`src/rtl/phaser_ctrl_pkg.sv`:
```
// Shared encodings for the PHASER_IN tap-control sequencer:
// request opcodes, FSM state codes and default widths.
package phaser_ctrl_pkg;

   localparam int unsigned TAP_W_DEF = 6;
   localparam int unsigned CNT_W     = 16;

   localparam logic [1:0] OP_LOAD = 2'b00;
   localparam logic [1:0] OP_INC  = 2'b01;
   localparam logic [1:0] OP_DEC  = 2'b10;
   localparam logic [1:0] OP_READ = 2'b11;

   localparam logic [2:0] S_IDLE   = 3'd0;
   localparam logic [2:0] S_LOAD   = 3'd1;
   localparam logic [2:0] S_STEP   = 3'd2;
   localparam logic [2:0] S_SETTLE = 3'd3;
   localparam logic [2:0] S_READ   = 3'd4;
   localparam logic [2:0] S_RWAIT  = 3'd5;
   localparam logic [2:0] S_RESP   = 3'd6;

endpackage

```
`src/rtl/phaser_in_step_timer.sv`:
```
// Loadable down-counter timing the SETTLE and RWAIT intervals.
// done_o is high while the count sits at zero.
module phaser_in_step_timer
   import phaser_ctrl_pkg::*;
(
   input  logic             clk,
   input  logic             rst_n,
   input  logic             load_i,
   input  logic [CNT_W-1:0] load_val_i,
   output logic             done_o
);

   logic [CNT_W-1:0] cnt_q, cnt_d;

   always_comb begin
      cnt_d = cnt_q;
      if (load_i)
         cnt_d = load_val_i;
      else if (cnt_q != '0)
         cnt_d = cnt_q - CNT_W'(1);
   end

   always_ff @(posedge clk or negedge rst_n) begin
      if (!rst_n)
         cnt_q <= '0;
      else
         cnt_q <= cnt_d;
   end

   assign done_o = (cnt_q == '0);

endmodule

```
`src/rtl/phaser_in_tap_ctrl.sv`:
```
// SYSCLK-domain sequencer for the PHASER_IN control port: LOAD/INC/DEC/READ
// requests, spaced phaser strobes, one response per request, shadow tap count.
module phaser_in_tap_ctrl
   import phaser_ctrl_pkg::*;
#(
   parameter int unsigned TAP_W         = TAP_W_DEF,
   parameter int unsigned MAX_TAP       = 63,
   parameter int unsigned SETTLE_CYCLES = 8,
   parameter int unsigned READ_LAT      = 2
) (
   input  logic             SYSCLK,
   input  logic             RSTB,
   input  logic             REQ_VALID,
   output logic             REQ_READY,
   input  logic [1:0]       REQ_OP,
   input  logic [TAP_W-1:0] REQ_VAL,
   output logic             RSP_VALID,
   output logic [TAP_W-1:0] RSP_DATA,
   output logic             RSP_ERR,
   output logic [TAP_W-1:0] CUR_TAP,
   output logic             COUNTERLOADEN,
   output logic [TAP_W-1:0] COUNTERLOADVAL,
   output logic             COUNTERREADEN,
   output logic             FINEENABLE,
   output logic             FINEINC,
   input  logic [TAP_W-1:0] COUNTERREADVAL,
   input  logic             FINEOVERFLOW
);

   localparam logic [TAP_W-1:0] MAX_T     = TAP_W'(MAX_TAP);
   localparam logic [CNT_W-1:0] SETTLE_LD = CNT_W'(SETTLE_CYCLES - 1);
   localparam logic [CNT_W-1:0] RWAIT_LD  = CNT_W'(READ_LAT - 1);

   logic [2:0]       state_q, state_d;
   logic [TAP_W-1:0] cur_q, cur_d;
   logic [TAP_W-1:0] rem_q, rem_d;
   logic [TAP_W-1:0] lval_q, lval_d;
   logic [TAP_W-1:0] rsp_data_q, rsp_data_d;
   logic             inc_q, inc_d;
   logic             err_q, err_d;
   logic             ready_q, loaden_q, readen_q, fineen_q, rsp_valid_q, rsp_err_q;

   logic             tmr_load, tmr_done;
   logic [CNT_W-1:0] tmr_val;
   logic             lim_inc, lim_dec, req_inc;

   assign lim_inc = (cur_q >= MAX_T);
   assign lim_dec = (cur_q == '0);
   assign req_inc = (REQ_OP == OP_INC);

   phaser_in_step_timer u_timer (
      .clk        (SYSCLK),
      .rst_n      (RSTB),
      .load_i     (tmr_load),
      .load_val_i (tmr_val),
      .done_o     (tmr_done)
   );

   always_comb begin
      state_d    = state_q;
      cur_d      = cur_q;
      rem_d      = rem_q;
      lval_d     = lval_q;
      inc_d      = inc_q;
      err_d      = err_q;
      rsp_data_d = rsp_data_q;
      tmr_load   = 1'b0;
      tmr_val    = '0;
      case (state_q)
         S_IDLE: begin
            if (REQ_VALID && ready_q) begin
               err_d = 1'b0;
               case (REQ_OP)
                  OP_LOAD: begin
                     state_d = S_LOAD;
                     if ({1'b0, REQ_VAL} > {1'b0, MAX_T}) begin
                        cur_d = MAX_T;
                        err_d = 1'b1;
                     end else begin
                        cur_d = REQ_VAL;
                     end
                     lval_d = cur_d;
                  end
                  OP_INC, OP_DEC: begin
                     inc_d = req_inc;
                     if (REQ_VAL == '0) begin
                        state_d = S_RESP;
                     end else if (req_inc ? lim_inc : lim_dec) begin
                        state_d = S_RESP;
                        err_d   = 1'b1;
                     end else begin
                        state_d = S_STEP;
                        rem_d   = REQ_VAL - TAP_W'(1);
                        cur_d   = req_inc ? cur_q + TAP_W'(1) : cur_q - TAP_W'(1);
                     end
                  end
                  default: state_d = S_READ;
               endcase
            end
         end
         S_LOAD: state_d = S_RESP;
         S_STEP: begin
            state_d  = S_SETTLE;
            tmr_load = 1'b1;
            tmr_val  = SETTLE_LD;
         end
         S_SETTLE: begin
            // Overflow is checked on every settle cycle, ahead of the step decision.
            if (FINEOVERFLOW) begin
               state_d = S_RESP;
               err_d   = 1'b1;
            end else if (tmr_done) begin
               if (rem_q == '0) begin
                  state_d = S_RESP;
               end else if (inc_q ? lim_inc : lim_dec) begin
                  state_d = S_RESP;
                  err_d   = 1'b1;
               end else begin
                  state_d = S_STEP;
                  rem_d   = rem_q - TAP_W'(1);
                  cur_d   = inc_q ? cur_q + TAP_W'(1) : cur_q - TAP_W'(1);
               end
            end
         end
         S_READ: begin
            state_d  = S_RWAIT;
            tmr_load = 1'b1;
            tmr_val  = RWAIT_LD;
         end
         S_RWAIT: if (tmr_done) state_d = S_RESP;
         S_RESP: begin
            state_d = S_IDLE;
            inc_d   = 1'b0;
         end
         default: state_d = S_IDLE;
      endcase
      if (state_d == S_RESP)
         rsp_data_d = (state_q == S_RWAIT) ? COUNTERREADVAL : cur_d;
   end

   // Strobes are registered decodes of the next state, so they line up with the state they mark.
   always_ff @(posedge SYSCLK or negedge RSTB) begin
      if (!RSTB) begin
         state_q     <= S_IDLE;
         cur_q       <= '0;
         rem_q       <= '0;
         lval_q      <= '0;
         rsp_data_q  <= '0;
         inc_q       <= 1'b0;
         err_q       <= 1'b0;
         ready_q     <= 1'b0;
         loaden_q    <= 1'b0;
         readen_q    <= 1'b0;
         fineen_q    <= 1'b0;
         rsp_valid_q <= 1'b0;
         rsp_err_q   <= 1'b0;
      end else begin
         state_q     <= state_d;
         cur_q       <= cur_d;
         rem_q       <= rem_d;
         lval_q      <= lval_d;
         rsp_data_q  <= rsp_data_d;
         inc_q       <= inc_d;
         err_q       <= err_d;
         ready_q     <= (state_d == S_IDLE);
         loaden_q    <= (state_d == S_LOAD);
         readen_q    <= (state_d == S_READ);
         fineen_q    <= (state_d == S_STEP);
         rsp_valid_q <= (state_d == S_RESP);
         rsp_err_q   <= (state_d == S_RESP) && err_d;
      end
   end

   assign REQ_READY      = ready_q;
   assign RSP_VALID      = rsp_valid_q;
   assign RSP_DATA       = rsp_data_q;
   assign RSP_ERR        = rsp_err_q;
   assign CUR_TAP        = cur_q;
   assign COUNTERLOADEN  = loaden_q;
   assign COUNTERLOADVAL = lval_q;
   assign COUNTERREADEN  = readen_q;
   assign FINEENABLE     = fineen_q;
   assign FINEINC        = inc_q;

endmodule
```
`config.mk`:
```
export PLATFORM = sky130hd
export DESIGN_NAME = phaser_in_tap_ctrl
export DESIGN_NICKNAME = d
export VERILOG_FILES = /design/src/rtl/phaser_ctrl_pkg.sv /design/src/rtl/phaser_in_step_timer.sv /design/src/rtl/phaser_in_tap_ctrl.sv
export SDC_FILE = /design/constraint.sdc
export NUM_CORES = 1
export LEC_CHECK = 0
export ABC_AREA = 1
export CAP_MARGIN = 30
export CORE_MARGIN = 2
export CORE_UTILIZATION = 51
export DETAILED_ROUTE_END_ITERATION = 16
export PLACE_DENSITY = 0.82
export SYNTH_ARGS = -nofsm -noshare
export SYNTH_HDL_FRONTEND = slang
export SYNTH_SLANG_ARGS = --single-unit
```
`constraint.sdc`:
```
create_clock -name SYSCLK -period 1.88 [get_ports SYSCLK]
set_input_delay 0.376 -clock SYSCLK [delete_from_list [all_inputs] [get_ports SYSCLK]]
set_output_delay 0.376 -clock SYSCLK [all_outputs]
set_load 0.01 [all_outputs]
```
==> run summary, run 1 <==
worst-case clock buffer depth - 2
Main synth FF type - dfrtp_1
leading area contributor after synthesis - dfrtp_1
synthesized instance count - 506
Wirelength per Cell - 15.4 um
register-to-register path setup slack - -70 ps
final setup fails - 9
net count reported at finish - 647
M3 GR Usage - 3.77%
Crit. Startpoint - state_q[1]
Crit Path Max Fanout - 7
VDD IR-drop max - 0.853 mV
wire length of the first global-routing pass - 16,100 um
top cells by instance count after synthesis - nand2_1, inv_1, nor2_1
compound-gate portion of the synthesized area - 11.0%
global-route met1 utilization - 35.5%
CTS Root Buffer Type - clkbuf_8
power density over the cells - 1510 nW/um^2
number of synthesized register bits - 51
placed cell count - 690
ports placed on the boundary - 43
share of the clock period used by the worst path - 104%
number of slew-limit violations in the final report - 0
clock-pin transition on the worst setup and hold timing paths - 100 ps
data arrival time of the worst path - 2210 ps
Die Outline Area - 7710 um^2
final-layout fill cell count - 457
antenna viol nets, final - 0
core outline area - 6790 um^2
Mapped Avg Cell Area - 7.08 um^2
type of origin of the critical path - flip-flop
maximum number of pins on one net before global-route repair - 38
Worst slew margin - 73.7%
share of cells above drive strength 1 - 29.6%
number of non-filler instances in the completed layout - 717
vias in the first global route - 3,490
largest clock skew in the final design - 8.17 ps
netlist area before placement - 3580 um^2
Final Worst Setup Slack - -70.3 ps
pin slew with the least headroom to its limit - 395 ps
fraction of synthesis flops using an asynchronous set or reset pin - 100%
placed inst area - 4510 um^2
Placer Congestion - 0.928
HP Class - input port to asynchronous set/reset pin
combinational family with the most area after synthesis - simple AND/OR/NAND/NOR gates
IO buf count - 42
sum of overflow across all layers after global routing - 0
final design area excluding fillers - 5070 um^2
leak pwr - 0.00247 uW
max-capacitance violation count - 0
number of antenna violations at the first check in global routing - 0
DRC marker count from the first detailed-route iteration - 347
CTS Buf Count - 5
via count - 3,949
net count of the mapped netlist - 533
total wire length after detailed routing - 11,000 um
H-tree depth reported by CTS - 2
Initial Util - 52.7%
count of clock tree sinks - 51
detailed placer's ending HPWL - 7400 um
worst r2r src - state_q[1]
number of endpoints with negative hold slack in the final report - 0
layer with the highest usage - met2
library cell with the highest instance count after synthesis - nand2_1
simple-gate share of the synthesized area - 37.9%
run status - finished, violations left
Synthesis Warnings - 0
Chip Width - 87.8 um
setup repair after global routing missed its margin - true
post-layout min period - 1950 ps
Achievable Freq - 513 MHz
Clock Latency Late Sink - 320 ps
vertical die dimension - 87.8 um
share of the synthesized netlist area taken by xor and xnor gates - 2.69%
DRC errors left - 0
clock tree from TritonCTS - built
adder and majority gate portion of the synthesized area - 3.14%
fraction of the yosys area taken by sequential cells - 35.6%
proportion of netlist area held by the largest area contributor - 35.6%
worst endpoint required time - 2140 ps
met2 Resource Use GR - 44.2%
FF-to-FF path depth - 11
type of the worst setup path - flip-flop to flip-flop
violated checks - negative setup slack
P&R area growth vs syn - 41.7%
count of distinct cell types in the synthesized netlist - 35
largest cells by area after synthesis - dfrtp_1, nand2_1, nand3_1, inv_1, nor2_1
end of the worst register-to-register path - RSP_DATA[3]
Total Routing Usage GR - 26.3%
post-placement setup slack - -508 ps
proportion of synthesized area in mux cells - 0%
1st-pass router iterations - 6
Std-Cell Rows - 30
nature of the critical path endpoint - flip-flop
vias per inst - 5.51
antenna diode count - 0
number of synthesized flops with an enable pin - 0
[routing by layer]
metal	vias to the layer above	routed length [um]
met2	189	5540
li1	1850	-
met5	-	0
met4	0	225
met1	1878	4570
met3	32	697
[kinds of logic (layout without fill, tap and decap cells)]
logic type	count (synthesis)	count (layout)
buffers and inverters	80	194
flip-flops	51	51
AO/OA/AOI/OAI	71	71
XOR/XNOR	11	11
adder cells (fa/ha/maj)	9	9
AND/OR/NAND/NOR	284	285
[state kept, by name (all words and copies together) (netlist names)]
register / cells
err_q: 1
RSP_DATA: 6
RSP_ERR: 1
CUR_TAP: 6
state_q: 3
COUNTERREADEN: 1
FINEENABLE: 1
COUNTERLOADEN: 1
u_timer.cnt_q: 16
REQ_READY: 1
FINEINC: 1
COUNTERLOADVAL: 6
RSP_VALID: 1
rem_q: 6
[area by class of cell]
type / count / area [um^2] / share of cell area [%]
Sequential cell: 51 / 1280 / 25.2
Inverter: 66 / 258 / 5.08
Clock buffer: 6 / 82.6 / 1.63
Tap cell: 96 / 120 / 2.37
Clock inverter: 2 / 38.8 / 0.764
Timing Repair Buffer: 120 / 1060 / 20.9
Multi-Input combinational cell: 376 / 2230 / 44.0
[report_power, final]
part / switching, uW / total (uW) / internal (uW)
Clock: 409 / 848 / 439
Combinational: 2770 / 4880 / 2110
Sequential: 412 / 1920 / 1510
Total: 3590 / 7650 / 4060
[cells in the final DEF (no fill, tap or decap), types with 2 or more instances in the layout]
cell type	instances
nand4_1	10
a21oi_1	28
nand3_4	7
ha_1	3
o21ai_0	25
nor3_1	5
buf_4	70
nor2_2	11
buf_6	3
xor2_1	4
inv_2	16
ha_4	6
nand2_2	14
nor2_1	42
a21oi_2	3
o21a_1	2
nor3_4	3
o21ai_2	2
dfrtp_1	48
dlygate4sd2_1	2
nand2_4	5
nand3_1	38
clkdlybuf4s50_1	39
inv_1	46
nand2_1	129
dfrtp_2	3
nor2_4	13
buf_12	4
nand3_2	5
inv_4	4
xnor2_1	5
clkbuf_8	6
o21ai_1	7
[how the worst max path moves through the flow]
stage               endpoint  slack (ps)  cells past startpoint
2_1_floorplan    RSP_DATA[4]           2                     15
3_3_place_gp   COUNTERLOADEN        -400                      9
3_5_place_dp   COUNTERLOADEN        -510                      9
4_1_cts          RSP_DATA[1]           9                     13
5_1_grt             rem_q[4]        -210                      8
6_report         RSP_DATA[3]         -70                     11
[through the flow]
stage | power [uW] | util (%) | hold WS [ps] | TNS, ps
final | 7650 | 74.7 | 498 | -297
after global routing | 8170 | 74.7 | 524 | -2080
after CTS | 6960 | 70.6 | 495 | 0
after detailed placement | 5860 | 66.4 | 316 | -9910
after global placement | 5770 | 66.4 | 317 | -7340
after floorplan | 4440 | - | 80.4 | 0
[critical path, stage by stage (launching register included)]
cell	delay, ps
dfrtp_1	470
inv_2	170
nor2_2	70
nand2_1	120
nand2_1	160
a21oi_2	200
nand3_4	100
nor2_4	220
nand2_4	130
nor2_1	120
nand2_1	60
nand2_1	60
[what timing repair did]
item,4_1_cts,5_1_grt
hold buffers,1,0
cloned,1,0
pin swaps,7,19
buffers inserted,6,11
gates resized for setup,25,55
endpoints found under the setup margin,28,28
endpoints found under the hold margin,14,0
No activity file was read; power rests on OpenSTA's default activity.
==> run 2, diff against run 1 <==
--- a/config.mk
+++ b/config.mk
@@ -11,6 +11,7 @@
 export CORE_UTILIZATION = 51
 export DETAILED_ROUTE_END_ITERATION = 16
 export PLACE_DENSITY = 0.82
+export SKIP_LAST_GASP = 1
 export SYNTH_ARGS = -nofsm -noshare
 export SYNTH_HDL_FRONTEND = slang
 export SYNTH_SLANG_ARGS = --single-unit
==> run summary, run 2 (synthesis results as in run 1) <==
number of buffer and inverter instances along the worst setup path - 1 (unchanged)
Placer Congestion - 0.928 (unchanged)
Total Routing Usage GR - 26.3% (unchanged)
VDD IR-drop max - 0.859 mV (+0.68%)
clock tree from TritonCTS - built
HP Class - flip-flop to flip-flop
1st-pass router iterations - 5 (-1)
number of endpoints with negative hold slack in the final report - 0 (unchanged)
post-layout min period - 1930 ps (-23.6 ps)
detailed placer's ending HPWL - 7400 um (unchanged)
power density over the cells - 1490 nW/um^2 (-1.2%)
Final Worst Setup Slack - -46.7 ps (+23.6 ps)
P&R area growth vs syn - 41.6% (about the same)
total wire length after detailed routing - 10,600 um (-4.2%)
final-layout fill cell count - 462 (+1.1%)
antenna viol nets, final - 0 (unchanged)
wire length of the first global-routing pass - 16,100 um (unchanged)
worst-case clock buffer depth - 2 (unchanged)
type of origin of the critical path - flip-flop
worst endpoint required time - 2140 ps (about the same)
Die Outline Area - 7710 um^2 (unchanged)
final setup fails - 7 (-2)
instance count along the most critical hold path - 2
setup repair after global routing missed its margin - true
data arrival time of the worst path - 2190 ps (-20 ps)
end of the worst register-to-register path - RSP_DATA[4]
clock-pin transition on the worst setup and hold timing paths - 100 ps (about the same)
series of cell instances along the critical path - inv_2, nor2_2, nand2_1, nand2_1, a21oi_2, nand3_4, nor2_4, nand2_4, nor2_4, nand2_1, nand2_1
largest stage delay on the critical path - 460 ps (about the same)
H-tree depth reported by CTS - 2 (unchanged)
post-placement setup slack - -508 ps (unchanged)
Crit Path Max Fanout - 7 (unchanged)
register ranked first by flip-flop count - u_timer.cnt_q
vias in the first global route - 3,490 (unchanged)
number of flip-flops in the largest register - 16 (unchanged)
pin slew with the least headroom to its limit - 392 ps (-2.96 ps)
count of clock tree sinks - 51 (unchanged)
worst r2r src - state_q[1]
maximum number of pins on one net before global-route repair - 38 (unchanged)
antenna diode count - 0 (unchanged)
most frequent cell on the critical path - nand2_1
ports placed on the boundary - 43 (unchanged)
Chip Width - 87.8 um (unchanged)
largest clock skew in the final design - 8.73 ps (+0.559 ps)
number of antenna violations at the first check in global routing - 0 (unchanged)
max-capacitance violation count - 0 (unchanged)
sum of overflow across all layers after global routing - 0 (unchanged)
Final Core Density - 74.6% (about the same)
number of slew-limit violations in the final report - 0 (unchanged)
DRC marker count from the first detailed-route iteration - 295 (-15%)
FF-to-FF path depth - 11 (unchanged)
critical path's slowest cell - dfrtp_1
nature of the critical path endpoint - flip-flop
share of cells above drive strength 1 - 28.9% (-0.74 points)
Wirelength per Cell - 14.7 um (-4.4%)
commonest cells after routing, fill and taps aside - nand2_1, buf_4, dfrtp_1, inv_1, nor2_1
Worst slew margin - 73.9% (+0.20 points)
most common cell after layout, fill and taps aside - nand2_1
CTS Root Buffer Type - clkbuf_8
run status - finished, violations left
core outline area - 6790 um^2 (unchanged)
leak pwr - 0.00247 uW (+0.16%)
IO buf count - 42 (unchanged)
family with the most delay on the worst path - simple AND/OR/NAND/NOR gates
CTS Buf Count - 5 (unchanged)
vertical die dimension - 87.8 um (unchanged)
type of the worst setup path - flip-flop to flip-flop
Std-Cell Rows - 30 (unchanged)
Fin Setup TNS - -225 ps (+72.3 ps)
vias per inst - 5.39 (-2.2%)
startpoint of the most critical hold path - RSP_DATA[2]
DRC errors left - 0 (unchanged)
violated checks - negative setup slack
Worst Hold End - RSP_DATA[2]
Achievable Freq - 519 MHz (+1.2%)
Initial Util - 52.7% (unchanged)
net count reported at finish - 649 (+0.31%)
share of the clock period used by the worst path - 102% (-1.3 points)
via count - 3,873 (-1.9%)
Clock Latency Late Sink - 310 ps (about the same)
register-to-register path setup slack - -50 ps (+20 ps)
[run 2: cell types whose count changed in the layout (fill, tap and decap cells not counted), sizes merged]
cell / before / now
clkinv: 0 / 1
buf: 78 / 80
inv: 67 / 66
[run 2: final cells by class]
cell class | instances | area, um^2 | share of cell area (%)
timing repair buffer | 122 | 1080 | 21.3
tap | 96 | 120 | 2.37
inverter | 66 | 254 | 5.01
multi-input combinational | 376 | 2210 | 43.6
clock inverter | 2 | 38.8 | 0.765
clock buffer | 6 | 82.6 | 1.63
sequential | 51 | 1280 | 25.2
[run 2: metrics by stage]
| step | area (um^2) | instances | power, uW | hold slack (ps) |
|---|---|---|---|---|
| after floorplan | 3590 | 506 | 4440 | 80.4 |
| after global placement | 4510 | 690 | 5770 | 317 |
| after detailed placement | 4510 | 690 | 5860 | 316 |
| after CTS | 4790 | 706 | 6950 | 495 |
| after global routing | 5070 | 719 | 8090 | 524 |
| final | 5070 | 719 | 7550 | 499 |
[run 2: timing repair]
item	CTS	global route
pin swaps	7	18
endpoints found under the hold margin	14	0
resized for setup	24	46
hold buffers	1	0
buffers inserted	6	13
gates cloned	1	0
setup endpoints to repair	28	28
[run 2: how the worst max path moves through the flow]
stage,startpoint,to,slack [ps],cells after the start
after floorplan,REQ_OP[1],RSP_DATA[4],2,15
after global placement,REQ_OP[0],COUNTERLOADEN,-400,9
after detailed placement,REQ_OP[0],COUNTERLOADEN,-510,9
after CTS,CUR_TAP[0],RSP_DATA[3],-2,14
after global routing,u_timer.cnt_q[0],u_timer.cnt_q[15],-170,14
final,state_q[1],RSP_DATA[4],-50,11
[run 2: tightest hold or removal path: cells and delay by family, from the launching register on]
family        cells  cell delay, ps
flops             1             360
simple gates      2             110
[run 2: layer usage]
layer | GRT usage (%) | vias up | share of wire (%)
met5 | 0 | - | 0
met4 | 7.13 | 0 | 2.0
met3 | 3.77 | 31 | 5.4
met2 | 44.2 | 152 | 50
met1 | 35.5 | 1846 | 43
li1 | - | 1844 | -
[run 2: report_power, final]
part | switching (uW) | internal, uW
clock | 397 | 439
combinational | 2700 | 2110
sequential | 397 | 1510
total | 3490 | 4060
==> run 3, diff against run 2 <==
--- a/config.mk
+++ b/config.mk
@@ -9,6 +9,7 @@
 export CAP_MARGIN = 30
 export CORE_MARGIN = 2
 export CORE_UTILIZATION = 51
+export CTS_CLUSTER_SIZE = 20
 export DETAILED_ROUTE_END_ITERATION = 16
 export PLACE_DENSITY = 0.82
 export SKIP_LAST_GASP = 1
==> results of run 3 <==
No change in the layout: final DEF, timing and power equal those of run 2.
